**config.mk**
```make
export PLATFORM = sky130hd
export DESIGN_NAME = bullet_controller
export DESIGN_NICKNAME = d
export VERILOG_FILES = /design/src/rtl/bullet_controller.sv
export SDC_FILE = /design/constraint.sdc
export NUM_CORES = 1
export LEC_CHECK = 0
export ABC_AREA = 1
export CORE_MARGIN = 2
export CORE_UTILIZATION = 58
export CTS_BUF_LIST = sky130_fd_sc_hd__clkbuf_16
export DETAILED_ROUTE_END_ITERATION = 10
export GPL_TIMING_DRIVEN = 0
export PLACE_DENSITY = 0.94
export SLEW_MARGIN = 20
export SYNTH_ARGS = -nofsm -noshare
export SYNTH_HDL_FRONTEND = slang
export SYNTH_SLANG_ARGS = --single-unit
export TNS_END_PERCENT = 50
```
**constraint.sdc**
```tcl
create_clock -name clk -period 4.1 [get_ports clk]
set_input_delay 0.82 -clock clk [delete_from_list [all_inputs] [get_ports clk]]
set_output_delay 0.82 -clock clk [all_outputs]
set_load 0.01 [all_outputs]
```
**src/rtl/bullet_controller.sv**
```systemverilog
// Bullet controller: accepts fire requests from the ship, spawns single,
// double or triple volleys into an 8-entry bullet table, then moves every
// live bullet once per video frame and retires it when it leaves the screen.
module bullet_controller #(
  parameter int NUM_SLOTS       = 8,
  parameter int SHIP_X          = 320,
  parameter int SHIP_Y          = 240,
  parameter int COOLDOWN_FRAMES = 6
) (
  input  logic        clk,
  input  logic        rst_n,
  input  logic        frame_tick,
  input  logic        fire,
  input  logic [1:0]  fire_mode,
  input  logic [3:0]  ss_angle_state,
  output logic [7:0]  bullet_valid,
  output logic [79:0] bullet_x,
  output logic [79:0] bullet_y,
  output logic [31:0] bullet_dir,
  output logic        fire_accepted,
  output logic        busy
);

  localparam int CD_W = (COOLDOWN_FRAMES > 1) ? $clog2(COOLDOWN_FRAMES) : 1;
  localparam logic [9:0] SPAWN_X = 10'(SHIP_X);
  localparam logic [9:0] SPAWN_Y = 10'(SHIP_Y);

  typedef enum logic [1:0] {
    IDLE,
    SPAWN,
    COOLDOWN
  } state_t;

  state_t state, next_state;

  logic            fire_prev;
  logic            fire_edge;
  logic [3:0]      base_angle;
  logic [1:0]      volley_mode;
  logic [1:0]      spawn_cnt;
  logic [CD_W-1:0] cd_cnt;
  logic            last_spawn;
  logic            cooldown_done;
  logic [3:0]      volley_angle;
  logic            free_found;
  logic [2:0]      free_idx;

  logic [NUM_SLOTS-1:0] slot_valid;
  logic [9:0]           slot_x   [NUM_SLOTS];
  logic [9:0]           slot_y   [NUM_SLOTS];
  logic [3:0]           slot_dir [NUM_SLOTS];
  logic signed [10:0]   next_x   [NUM_SLOTS];
  logic signed [10:0]   next_y   [NUM_SLOTS];
  logic [NUM_SLOTS-1:0] off_screen;

  // Per-frame speed for a heading; sign-extended to the 11-bit position math.
  function automatic logic signed [10:0] speed(input logic [3:0] idx);
    logic signed [3:0] s;
    case (idx)
      4'd0:    s = 4'sd0;
      4'd1:    s = 4'sd2;
      4'd2:    s = 4'sd3;
      4'd3:    s = 4'sd4;
      4'd4:    s = 4'sd4;
      4'd5:    s = 4'sd4;
      4'd6:    s = 4'sd3;
      4'd7:    s = 4'sd2;
      4'd8:    s = 4'sd0;
      4'd9:    s = -4'sd2;
      4'd10:   s = -4'sd3;
      4'd11:   s = -4'sd4;
      4'd12:   s = -4'sd4;
      4'd13:   s = -4'sd4;
      4'd14:   s = -4'sd3;
      default: s = -4'sd2;
    endcase
    return {{7{s[3]}}, s};
  endfunction

  assign fire_edge     = fire & ~fire_prev;
  assign last_spawn    = (spawn_cnt == volley_mode);
  assign cooldown_done = frame_tick && (cd_cnt == CD_W'(COOLDOWN_FRAMES - 1));

  // State register for the volley sequencer.
  always_ff @(posedge clk) begin
    if (!rst_n) state <= IDLE;
    else        state <= next_state;
  end

  // Next-state logic: accept a fire edge, spawn n bullets, then wait out the cooldown.
  always_comb begin
    next_state = state;
    case (state)
      IDLE:     if (fire_edge)     next_state = SPAWN;
      SPAWN:    if (last_spawn)    next_state = COOLDOWN;
      COOLDOWN: if (cooldown_done) next_state = IDLE;
      default:  next_state = IDLE;
    endcase
  end

  // Volley bookkeeping: edge detect, latched angle/mode, spawn and cooldown counters, status flags.
  always_ff @(posedge clk) begin
    if (!rst_n) begin
      fire_prev     <= 1'b1;
      fire_accepted <= 1'b0;
      busy          <= 1'b0;
      base_angle    <= '0;
      volley_mode   <= '0;
      spawn_cnt     <= '0;
      cd_cnt        <= '0;
    end else begin
      fire_prev     <= fire;
      fire_accepted <= (state == IDLE) && fire_edge;
      busy          <= (next_state != IDLE);
      if (state == IDLE && fire_edge) begin
        base_angle  <= ss_angle_state;
        volley_mode <= (fire_mode == 2'd3) ? 2'd2 : fire_mode;
        spawn_cnt   <= '0;
      end else if (state == SPAWN) begin
        spawn_cnt <= spawn_cnt + 2'd1;
      end
      if (state == COOLDOWN && frame_tick) begin
        cd_cnt <= cooldown_done ? '0 : cd_cnt + 1'b1;
      end
    end
  end

  // Heading of the bullet spawned this cycle; 4-bit wrap gives the mod-16 spread.
  always_comb begin
    volley_angle = base_angle;
    case (volley_mode)
      2'd1: volley_angle = (spawn_cnt == 2'd0) ? base_angle - 4'd1 : base_angle + 4'd1;
      2'd2: begin
        case (spawn_cnt)
          2'd0:    volley_angle = base_angle - 4'd1;
          2'd1:    volley_angle = base_angle;
          default: volley_angle = base_angle + 4'd1;
        endcase
      end
      default: volley_angle = base_angle;
    endcase
  end

  // Lowest-index free slot, judged on the registered valid flags so a slot retired this cycle is not reused until the next.
  always_comb begin
    free_found = 1'b0;
    free_idx   = '0;
    for (int i = NUM_SLOTS - 1; i >= 0; i--) begin
      if (!slot_valid[i]) begin
        free_found = 1'b1;
        free_idx   = 3'(i);
      end
    end
  end

  // Candidate positions after one frame of motion and whether they leave the 640x480 screen.
  always_comb begin
    for (int i = 0; i < NUM_SLOTS; i++) begin
      next_x[i]     = $signed({1'b0, slot_x[i]}) + speed(slot_dir[i]);
      next_y[i]     = $signed({1'b0, slot_y[i]}) - speed(slot_dir[i] + 4'd4);
      off_screen[i] = (next_x[i] < 11'sd0) || (next_x[i] > 11'sd639) ||
                      (next_y[i] < 11'sd0) || (next_y[i] > 11'sd479);
    end
  end

  // Bullet table: a spawn wins over motion; an off-screen move retires the slot and keeps its last position.
  always_ff @(posedge clk) begin
    if (!rst_n) begin
      slot_valid <= '0;
      for (int i = 0; i < NUM_SLOTS; i++) begin
        slot_x[i]   <= '0;
        slot_y[i]   <= '0;
        slot_dir[i] <= '0;
      end
    end else begin
      for (int i = 0; i < NUM_SLOTS; i++) begin
        if (state == SPAWN && free_found && free_idx == 3'(i)) begin
          slot_valid[i] <= 1'b1;
          slot_x[i]     <= SPAWN_X;
          slot_y[i]     <= SPAWN_Y;
          slot_dir[i]   <= volley_angle;
        end else if (frame_tick && slot_valid[i]) begin
          if (off_screen[i]) begin
            slot_valid[i] <= 1'b0;
          end else begin
            slot_x[i] <= next_x[i][9:0];
            slot_y[i] <= next_y[i][9:0];
          end
        end
      end
    end
  end

  assign bullet_valid = slot_valid;

  for (genvar g = 0; g < NUM_SLOTS; g++) begin : g_pack
    assign bullet_x[10*g +: 10]  = slot_x[g];
    assign bullet_y[10*g +: 10]  = slot_y[g];
    assign bullet_dir[4*g +: 4]  = slot_dir[g];
  end

endmodule
```
==> summary.md, run 1 <==
| Metric | Value |
|---|---|
| Via density | `5.61` |
| Die Width | `between 150 and 200 µm` |
| Commonest cells in the netlist | `nand2_1, inv_1, nor2_1, ha_1, edfxtp_1` |
| Nets | `2979` |
| Layout cell share with drive strength beyond 1 | `0.0465` |
| CTS tree | `built` |
| Worst setup margin | `-0.0576 ns` |
| Via Count | `approximately 18000` |
| WHS Path Cells | `2` |
| Leak | `roughly 11 nW` |
| CTS clock-pin slew for the worst setup and hold paths | `approximately 0.060 ns` |
| Net Sw Power | `2.20 mW` |
| # hold bufs at CTS | `0` |
| Sequential area share after synthesis | `0.336` |
| Register-to-Register Path Depth | `19` |
| Unrepaired setup endpoints after global routing | `true` |
| Final Max Slew Viols | `0` |
| H-tree Lvls | `1` |
| Max_cap viols | `0` |
| Dpl cells | `roughly 3100` |
| First-pass GRT wire length | `80300 µm` |
| Min Hold Slack | `a little under 0.5 ns` |
| Tot Pwr | `6.49 mW` |
| Die ar. | `between 30000 and 40000 µm²` |
| Drt drc | `0` |
| Post-synth top area cell | `edfxtp_1` |
| Final Instance Area | `between 20000 and 25000 µm²` |
| Total Wirelength | `49800 µm` |
| Drt first pass iters | `6` |
| Final min period | `4.16 ns` |
| # rows | `65` |
| Count leader, synth | `nand2_1` |
| Worst R2R Start | `slot_dir[1][9]$_DFFE_PP_` |
| Placer Congestion | `roughly 0.96` |
| Critical R2R Capture | `slot_x[1][20]$_SDFFCE_PN0P_` |
| Pint | `approximately 4.3 mW` |
| Routed wire per std cell | `15.7 µm` |
| CP Data Arrival Time | `4.24 ns` |
| Final-report setup violation count | `40` |
| Initial Util | `0.588` |
| PortBufs | `210` |
| Clk sinks | `216` |
| Clock latency on the worst-skew pair | `0.53 ns` |
| Grt ovf | `0` |
| R2R setup slack | `0.12 ns` |
| Critical path class | `in -> reg` |
| Number of synthesized flops with an enable pin | `192` |
| Critical Path Source Type | `input pin` |
| Crit end category | `flip-flop` |
| CTS Root Cell | `clkbuf_16` |
| Post-route ant nets | `0` |
| Post-synth ARST share | `0` |
| Mapped Area | `around 19000 µm²` |
| Relative max-transition margin | `0.287` |
| Worst Tran Pin Value | `1.07 ns` |
| Pwr dens | `294 nW/µm²` |
| GRT Total Usage | `0.291` |
| Filler-free cell count of the finished design | `3176` |
| Post-synth top area share | `0.311` |
| Status | `complete, but fails checks` |
| Setup WS pre-CTS | `-0.779 ns` |
| CP Max Fanout | `20` |
| Core area | `around 32000 µm²` |
| Die Ht | `183 µm` |
| Yosys reg bits | `between 200 and 250` |
| Hold Startpoint | `spawn_cnt[1]$_SDFFE_PP0P_` |
| YS warnings | `0` |
| Sequential power share | `0.397` |
| Failing checks | `negative setup slack` |
| Placed Instance Area | `21200 µm²` |
| Comb pwr share | `0.291` |
| Largest net degree at the start of global routing | `21` |
| Mapped Cells | `between 2000 and 3000` |
| DRT iter0 DRCs | `between 1000 and 1500` |
| Hold Crit Class | `reg -> reg` |
| FMAX | `0.241 GHz` |
| Register area | `6250 µm²` |
| Clk buf depth | `3` |
| Predominant post-synthesis flop cell | `edfxtp_1` |
| CTS Buf Count | `25` |
| Synth top area cells | `edfxtp_1, ha_1, nand2_1, inv_1, nor2_1` |
| Synth unique cells | `53` |
| Total negative slack | `-1.77 ns` |
| Mean area per synthesized cell | `approximately 7.4 µm²` |
| Final Hold Viols | `0` |
| Clock group share of total power | `0.312` |
| I/O pin cnt | `approximately 210` |
| Final Util | `0.699` |
| Initial antenna violation count | `1` |
| WP data required | `between 4 and 5 ns` |
| Setup Skew | `0.0137 ns` |
| Area occupied by multi-input gates | `10800 µm²` |
| Layout area overhead | `18.9%` |
| VDD IR max | `0.000362 V` |
| FILL cells | `2500` |
| Vias in the first global route | `17000` |
| Net Sw Frac | `0.339` |
| Final period util | `1.01` |
| DP HPWL | `38300 µm` |
| Worst min-delay path endpoint | `spawn_cnt[1]$_SDFFE_PP0P_` |
-- power groups by stage --
stage	clock (mW)	sequential, mW	combinational, mW
after floorplan	0	2.63	1.30
after global placement	0	2.62	1.77
after detailed placement	0	2.62	1.84
after CTS	2.05	2.58	1.86
after global routing	2.13	2.59	2.12
final	2.03	2.58	1.89
-- per-layer routing --
layer  vias to the layer above  track usage  part of all wire
li1                       8757            -                 -
met1                      8196        0.368              0.41
met2                       731        0.513              0.48
met3                       127       0.0355             0.074
met4                         0        0.104             0.034
met5                         -            0                 0
-- sequential cells by signal (all words and copies together) (netlist names) --
name           count
bullet_valid       8
base_angle         4
slot_y            80
state              2
fire_accepted      1
slot_x            80
slot_dir          32
spawn_cnt          2
busy               1
fire_prev          1
volley_mode        2
cd_cnt             3
-- what timing repair did --
action                     4_1_cts  5_1_grt
resized for setup               14       21
pin swaps                        1        3
hold endpoints to repair         0        0
buffers inserted                 1        0
setup endpoints to repair      160      161
-- layout by cell type, fill, tap and decap left out, types with 7 or more instances in the layout --
master,n
inv_1,400
edfxtp_1,192
dfxtp_1,24
o21bai_1,17
xor2_1,44
clkdlybuf4s50_1,210
nand3_4,7
ha_1,200
o21ai_1,20
xnor2_1,24
nor2_2,20
conb_1,8
nand4_1,67
clkbuf_1,22
nand2_1,625
nor3_1,33
clkinv_1,14
o21ai_0,79
inv_2,16
nor2_1,281
nand3_1,175
a21o_1,9
nand3b_1,10
fa_1,16
clkbuf_16,25
a21oi_1,125
nor2_4,15
a31oi_1,16
-- worst max-delay path, cell delays in order --
cell             delay, ns
clkdlybuf4s50_1       0.49
clkbuf_1              0.70
clkbuf_1              0.48
clkdlybuf4s15_1       0.98
nand3_2               0.74
-- layout make-up --
type	count	share of cell area
timing repair buffer	211	0.0956
antenna	2	0.000227
sequential	216	0.283
clock buffer	25	0.0283
multi-input combinational	1855	0.489
clock inverter	21	0.00386
buffer	32	0.00754
inverter	412	0.0701
tap	402	0.0228
-- cells by family (layout without fill, tap and decap cells) --
logic type | after synthesis | count (layout) | share of synthesized area
xor+xnor | 68 | 68 | 0.0321
buf+inv | 444 | 701 | 0.0916
other cells | 1 | 10 | 0.000202
simple gates | 1265 | 1265 | 0.298
flops | 216 | 216 | 0.336
fa+ha+maj | 216 | 216 | 0.152
compound gates | 298 | 298 | 0.0892
-- worst max path at each step --
stage	to	slack (ns)	from	cells past startpoint
floorplan	slot_x[0][30]$_SDFFCE_PN0P_	0.29	slot_dir[0][13]$_SDFFCE_PN0P_	20
detailed placement	slot_x[0][36]$_SDFFCE_PN0P_	-0.78	slot_dir[0][13]$_SDFFCE_PN0P_	20
finish	slot_x[1][20]$_SDFFCE_PN0P_	-0.06	rst_n	5
CTS	slot_y[0][10]$_SDFFCE_PN0P_	-0.0005	slot_dir[0][5]$_SDFFCE_PN0P_	18
global route	slot_x[1][29]$_SDFFCE_PN0P_	-0.16	slot_dir[1][9]$_DFFE_PP_	18
global placement	slot_x[0][37]$_SDFFCE_PN0P_	-0.70	slot_dir[0][13]$_SDFFCE_PN0P_	20
Power figures use the tool's default switching activity.
==> run 2: changes to the inputs <==
Clock period 4.1 ns to 4.2 ns, I/O delays scaled along.
==> run 2 against run 1 <==
Against the previous run: the run now ends clean; clock power is 2% lower; combinational power is 3% lower; first-iteration DRC count is 0.79% higher; non-clock buffer count stayed put; via count hardly changed; flip-flop and latch count stayed put; critical path depth stayed put; critical endpoint unchanged.
==> summary.md, run 2 (synthesis gave the netlist of run 1 again) <==
| Metric | Value |
|---|---|
| Status | `finished, final reports clean (was complete, but fails checks)` |
| Top flop regs | `slot_x: 80 flops, slot_y: 80 flops, slot_dir: 32 flops (unchanged)` |
| Post-route ant nets | `0 (unchanged)` |
| Die ar. | `33500 µm² (unchanged)` |
| Total Wirelength | `49700 µm (was 49800 µm)` |
| Leak | `10.7 nW (about the same)` |
| Die Width | `183 µm (unchanged)` |
| CTS Root Cell | `clkbuf_16 (unchanged)` |
| Placer Congestion | `0.959 (unchanged)` |
| # rows | `65 (unchanged)` |
| I/O pin cnt | `212 (unchanged)` |
| Drt first pass iters | `7 (was 6)` |
| Max_cap viols | `0 (unchanged)` |
| Die Ht | `183 µm (unchanged)` |
| Final-report setup violation count | `0 (was 40)` |
| CP Data Arrival Time | `4.18 ns (was 4.24 ns)` |
| Critical Path Source Type | `input pin (unchanged)` |
| GRT Total Usage | `0.291 (about the same)` |
| Setup WS pre-CTS | `-0.679 ns (was -0.779 ns)` |
| DRT iter0 DRCs | `1402 (was 1391)` |
| CTS tree | `built (unchanged)` |
| VDD IR max | `0.000358 V (was 0.000362 V)` |
| Layout cell share with drive strength beyond 1 | `0.0458 (was 0.0465)` |
| Nets | `2979 (unchanged)` |
| Clk sinks | `216 (unchanged)` |
| CP Max Fanout | `20 (unchanged)` |
| Initial Util | `0.588 (unchanged)` |
| CTS clock-pin slew for the worst setup and hold paths | `0.06 ns (about the same)` |
| Clk buf depth | `3 (unchanged)` |
| Worst Tran Pin Value | `1.03 ns (was 1.07 ns)` |
| Core area | `31600 µm² (unchanged)` |
| Setup Skew | `0.0173 ns (was 0.0137 ns)` |
| Clock latency on the worst-skew pair | `0.54 ns (was 0.53 ns)` |
| Final period util | `0.974` |
| Critical path class | `in -> reg (unchanged)` |
| Final Util | `0.698 (was 0.699)` |
| # hold bufs at CTS | `0 (unchanged)` |
| Most frequent cells in the layout | `nand2_1, inv_1, nor2_1 (unchanged)` |
| PortBufs | `210 (unchanged)` |
| H-tree Lvls | `1 (unchanged)` |
| Initial antenna violation count | `1 (unchanged)` |
| FMAX | `0.244 GHz` |
| FILL cells | `2507 (was 2500)` |
| WP data required | `4.29 ns (was 4.18 ns)` |
| Drt drc | `0 (unchanged)` |
| Layout area overhead | `18.7% (was 18.9%)` |
| Pwr dens | `288 nW/µm² (was 294 nW/µm²)` |
| Hold Crit Class | `reg -> reg (unchanged)` |
| DP HPWL | `38300 µm (unchanged)` |
| Unrepaired setup endpoints after global routing | `true (unchanged)` |
| Via density | `5.61 (about the same)` |
| Vias in the first global route | `17000 (about the same)` |
| Most common cell after layout, fill and taps aside | `nand2_1 (unchanged)` |
| Crit end category | `flip-flop (unchanged)` |
| Via Count | `17800 (about the same)` |
| CTS Buf Count | `25 (unchanged)` |
| Relative max-transition margin | `0.310 (was 0.287)` |
| Final Hold Viols | `0 (unchanged)` |
| Grt ovf | `0 (unchanged)` |
| Routed wire per std cell | `15.7 µm (about the same)` |
| Worst setup margin | `0.109 ns (was -0.0576 ns)` |
| Final Max Slew Viols | `0 (unchanged)` |
| First-pass GRT wire length | `80300 µm (unchanged)` |
| Final min period | `~4 ns` |
| Largest net degree at the start of global routing | `21 (unchanged)` |
run 2: layer usage:
metal,global-route usage,vias to the layer above,part of all wire
li1,-,8761,-
met1,0.368,8220,0.42
met2,0.512,725,0.48
met3,0.0363,116,0.071
met4,0.104,0,0.032
met5,0,-,0
run 2: final timing paths:
check	start	to	slack (ns)	depth (start not counted)
worst max register to register	slot_dir[1][9]$_DFFE_PP_	slot_x[1][20]$_SDFFCE_PN0P_	0.22	19
worst max-delay path	rst_n	slot_x[1][20]$_SDFFCE_PN0P_	0.11	5
worst min-delay path	spawn_cnt[1]$_SDFFE_PP0P_	spawn_cnt[1]$_SDFFE_PP0P_	0.49	2
worst min register to register	spawn_cnt[1]$_SDFFE_PP0P_	spawn_cnt[1]$_SDFFE_PP0P_	0.49	2
run 2: final cells by class:
cell class / instances / area [µm²] / share of cell area
antenna: 2 / 5.00 / 0.000227
buffer: 32 / 159 / 0.00721
clock buffer: 25 / 626 / 0.0284
clock inverter: 21 / 85.1 / 0.00386
inverter: 412 / 1550 / 0.0702
multi-input combinational: 1855 / 10800 / 0.488
sequential: 216 / 6250 / 0.283
tap: 402 / 503 / 0.0228
timing repair buffer: 211 / 2110 / 0.0957
run 2: through the flow:
stage / instances / power (mW) / area, µm² / hold slack, ns / TNS (ns)
3_5_place_dp: 3127 / 4.35 / 21200 / 0.479 / -81.26
3_3_place_gp: 3127 / 4.28 / 21200 / 0.473 / -70.61
6_report: 3176 / 6.34 / 22000 / 0.492 / 0
5_1_grt: 3175 / 6.67 / 22000 / 0.514 / -1.75
4_1_cts: 3174 / 6.33 / 22000 / 0.488 / 0
2_1_floorplan: 2515 / 3.84 / 18600 / 0.454 / 0
run 2: worst max-delay path, cell delays in order:
cell             delay (ns)
clkdlybuf4s50_1        0.49
clkbuf_1               0.69
clkbuf_1               0.48
clkdlybuf4s15_1        0.93
nand3_2                0.72
run 2: where the power goes:
part	leakage (nW)	internal, mW	switching (mW)
Clock	0.391	1.07	0.915
Sequential	2.13	2.43	0.0903
Combinational	8.18	0.691	1.15
run 2: repair_timing:
item                                    CTS  global route
endpoints found under the setup margin  160           160
setup buffers                             1             0
pin swaps                                 1             1
resized for setup                        12            14
==> run 3: changes to the inputs <==
Settings changed: MAX_ROUTING_LAYER from default to met4.
==> run 3 against run 2 <==
Against the previous run: die area unchanged; sequential share of layout area down 0.23 points; via count down 0.43%; critical endpoint is now slot_y[0][17]$_SDFFCE_PN0P_.
==> summary.md, run 3 (synthesis gave the netlist of run 1 again) <==
| Metric | Value |
|---|---|
| Worst R2R Start | `slot_dir[0][5]$_SDFFCE_PN0P_ (was slot_dir[1][9]$_DFFE_PP_)` |
| Initial antenna violation count | `1 (unchanged)` |
| Relative max-transition margin | `0.254 (was 0.310)` |
| Total Wirelength | `50000 µm (was 49700 µm)` |
| Critical Path Start | `slot_dir[0][5]$_SDFFCE_PN0P_ (was rst_n)` |
| Placed Instance Area | `21200 µm² (unchanged)` |
| Setup Skew | `0.0132 ns (was 0.0173 ns)` |
| Final Max Slew Viols | `0 (unchanged)` |
| Net Sw Power | `2.22 mW (was 2.16 mW)` |
| H-tree Lvls | `1 (unchanged)` |
| Drt drc | `0 (unchanged)` |
| Worst Tran Pin Value | `1.11 ns (was 1.03 ns)` |
| WHS Path Cells | `2 (unchanged)` |
| Layout area overhead | `19.7% (was 18.7%)` |
| Post-route ant nets | `0 (unchanged)` |
| Dpl cells | `3127 (unchanged)` |
| Die Ht | `183 µm (unchanged)` |
| CTS Buf Count | `26 (was 25)` |
| Sequential power share | `0.374 (was 0.397)` |
| # rows | `65 (unchanged)` |
| Clk sinks | `216 (unchanged)` |
| VDD IR max | `0.000340 V (was 0.000358 V)` |
| Final Instance Area | `22200 µm² (was 22000 µm²)` |
| CTS tree | `built (unchanged)` |
| Hold Crit Class | `reg -> reg (unchanged)` |
| Final-report setup violation count | `0 (unchanged)` |
| Pwr dens | `303 nW/µm² (was 288 nW/µm²)` |
| Nets | `2980 (was 2979)` |
| Worst setup margin | `0.295 ns (was 0.109 ns)` |
| Most common cell after layout, fill and taps aside | `nand2_1 (unchanged)` |
| DP HPWL | `38200 µm (was 38300 µm)` |
| Critical Path Source Type | `flip-flop (was input pin)` |
| Min Hold Slack | `0.490 ns (was 0.492 ns)` |
| Net Sw Frac | `0.329 (was 0.340)` |
| Via density | `5.59 (was 5.61)` |
| Comb pwr share | `0.274 (was 0.290)` |
| Grt ovf | `0 (unchanged)` |
| FMAX | `0.256 GHz (was 0.244 GHz)` |
| Total negative slack | `0 ns (unchanged)` |
| PortBufs | `210 (unchanged)` |
| Crit end category | `flip-flop (unchanged)` |
| Final period util | `0.930 (was 0.974)` |
| WP data required | `4.41 ns (was 4.29 ns)` |
| Die ar. | `33500 µm² (unchanged)` |
| Drt first pass iters | `6 (was 7)` |
| Final Util | `0.704 (was 0.698)` |
| Max_cap viols | `0 (unchanged)` |
| CP Max Fanout | `20 (unchanged)` |
| Final Hold Viols | `0 (unchanged)` |
| Most frequent cells in the layout | `nand2_1, inv_1, nor2_1 (unchanged)` |
| Pint | `4.52 mW (was 4.19 mW)` |
| Status | `finished, final reports clean (unchanged)` |
| Core area | `31600 µm² (unchanged)` |
| Register-to-Register Path Depth | `18 (was 19)` |
| R2R setup slack | `0.29 ns (was 0.22 ns)` |
| Unrepaired setup endpoints after global routing | `false (was true)` |
| Top flop regs | `slot_x: 80 flops, slot_y: 80 flops, slot_dir: 32 flops (unchanged)` |
| I/O pin cnt | `212 (unchanged)` |
| Tot Pwr | `6.73 mW (was 6.34 mW)` |
| Via Count | `17700 (was 17800)` |
| Final min period | `3.91 ns (was 4.09 ns)` |
| DRT iter0 DRCs | `1468 (was 1402)` |
| First-pass GRT wire length | `80500 µm (was 80300 µm)` |
| Routed wire per std cell | `15.7 µm (about the same)` |
| Largest net degree at the start of global routing | `21 (unchanged)` |
| Crit path capture | `slot_y[0][17]$_SDFFCE_PN0P_ (was slot_x[1][20]$_SDFFCE_PN0P_)` |
| Vias in the first global route | `17100 (was 17000)` |
| Initial Util | `0.588 (unchanged)` |
| Placer Congestion | `0.972 (was 0.959)` |
| Critical R2R Capture | `slot_y[0][17]$_SDFFCE_PN0P_ (was slot_x[1][20]$_SDFFCE_PN0P_)` |
| Clock group share of total power | `0.353 (was 0.313)` |
| Layout cell share with drive strength beyond 1 | `0.0523 (was 0.0458)` |
| Clock latency on the worst-skew pair | `0.55 ns (was 0.54 ns)` |
| Die Width | `183 µm (unchanged)` |
| Clk buf depth | `3 (unchanged)` |
| CTS Root Cell | `clkbuf_16 (unchanged)` |
| Critical path class | `reg -> reg (was in -> reg)` |
| Setup WS pre-CTS | `-0.683 ns (was -0.679 ns)` |
| GRT Total Usage | `0.300 (was 0.291)` |
| CP Data Arrival Time | `4.12 ns (was 4.18 ns)` |
| CTS clock-pin slew for the worst setup and hold paths | `0.06 ns (about the same)` |
| Leak | `10.8 nW (was 10.7 nW)` |
| Filler-free cell count of the finished design | `3177 (was 3176)` |
## run 3: worst min path at each step
stage / start / end
final: spawn_cnt[1]$_SDFFE_PP0P_ / spawn_cnt[1]$_SDFFE_PP0P_
after global routing: spawn_cnt[1]$_SDFFE_PP0P_ / spawn_cnt[1]$_SDFFE_PP0P_
after CTS: spawn_cnt[1]$_SDFFE_PP0P_ / spawn_cnt[1]$_SDFFE_PP0P_
after detailed placement: spawn_cnt[1]$_SDFFE_PP0P_ / spawn_cnt[1]$_SDFFE_PP0P_
after global placement: spawn_cnt[1]$_SDFFE_PP0P_ / spawn_cnt[1]$_SDFFE_PP0P_
after floorplan: spawn_cnt[1]$_SDFFE_PP0P_ / spawn_cnt[1]$_SDFFE_PP0P_
## run 3: critical path, cell delays in order (launching register included)
cell      delay (ns)
edfxtp_1        0.50
inv_1           0.16
ha_1            0.21
inv_1           0.06
o21ai_1         0.25
inv_2           0.16
ha_1            0.38
inv_1           0.08
o21ai_0         0.26
nor2_1          0.09
nand2_1         0.08
xor2_1          0.22
nand2_1         0.08
nand2_1         0.07
nand2_1         0.08
nor2_4          0.21
nand2_2         0.19
buf_6           0.24
nand3_4         0.25
## run 3: cell type report
cell class | instances | area, µm²
tap | 402 | 503
timing repair buffer | 211 | 2110
inverter | 412 | 1550
fill | 2449 | 9330
antenna | 1 | 2.50
sequential | 216 | 6250
multi-input combinational | 1855 | 10800
buffer | 32 | 154
clock buffer | 30 | 751
clock inverter | 18 | 143
## run 3: timing repair
action,in CTS,in global routing
hold buffers,0,0
setup buffers,1,0
pin swaps,1,0
setup endpoints to repair,160,160
gates resized for setup,10,18
gates cloned,0,0
## run 3: power by group through the flow
| stage | combinational, mW | sequential, mW | clock [mW] |
|---|---|---|---|
| 3_5_place_dp | 1.79 | 2.56 | 0 |
| 5_1_grt | 2.06 | 2.52 | 2.48 |
| 6_report | 1.84 | 2.52 | 2.37 |
| 2_1_floorplan | 1.27 | 2.57 | 0 |
| 4_1_cts | 1.82 | 2.51 | 2.39 |
| 3_3_place_gp | 1.73 | 2.56 | 0 |
## run 3: routing by layer
metal	vias to the layer above	track usage	wire, µm
li1	8751	-	-
met1	8200	0.378	21300
met2	676	0.511	23800
met3	119	0.0326	3430
met4	0	0.0938	1450
met5	-	-	0
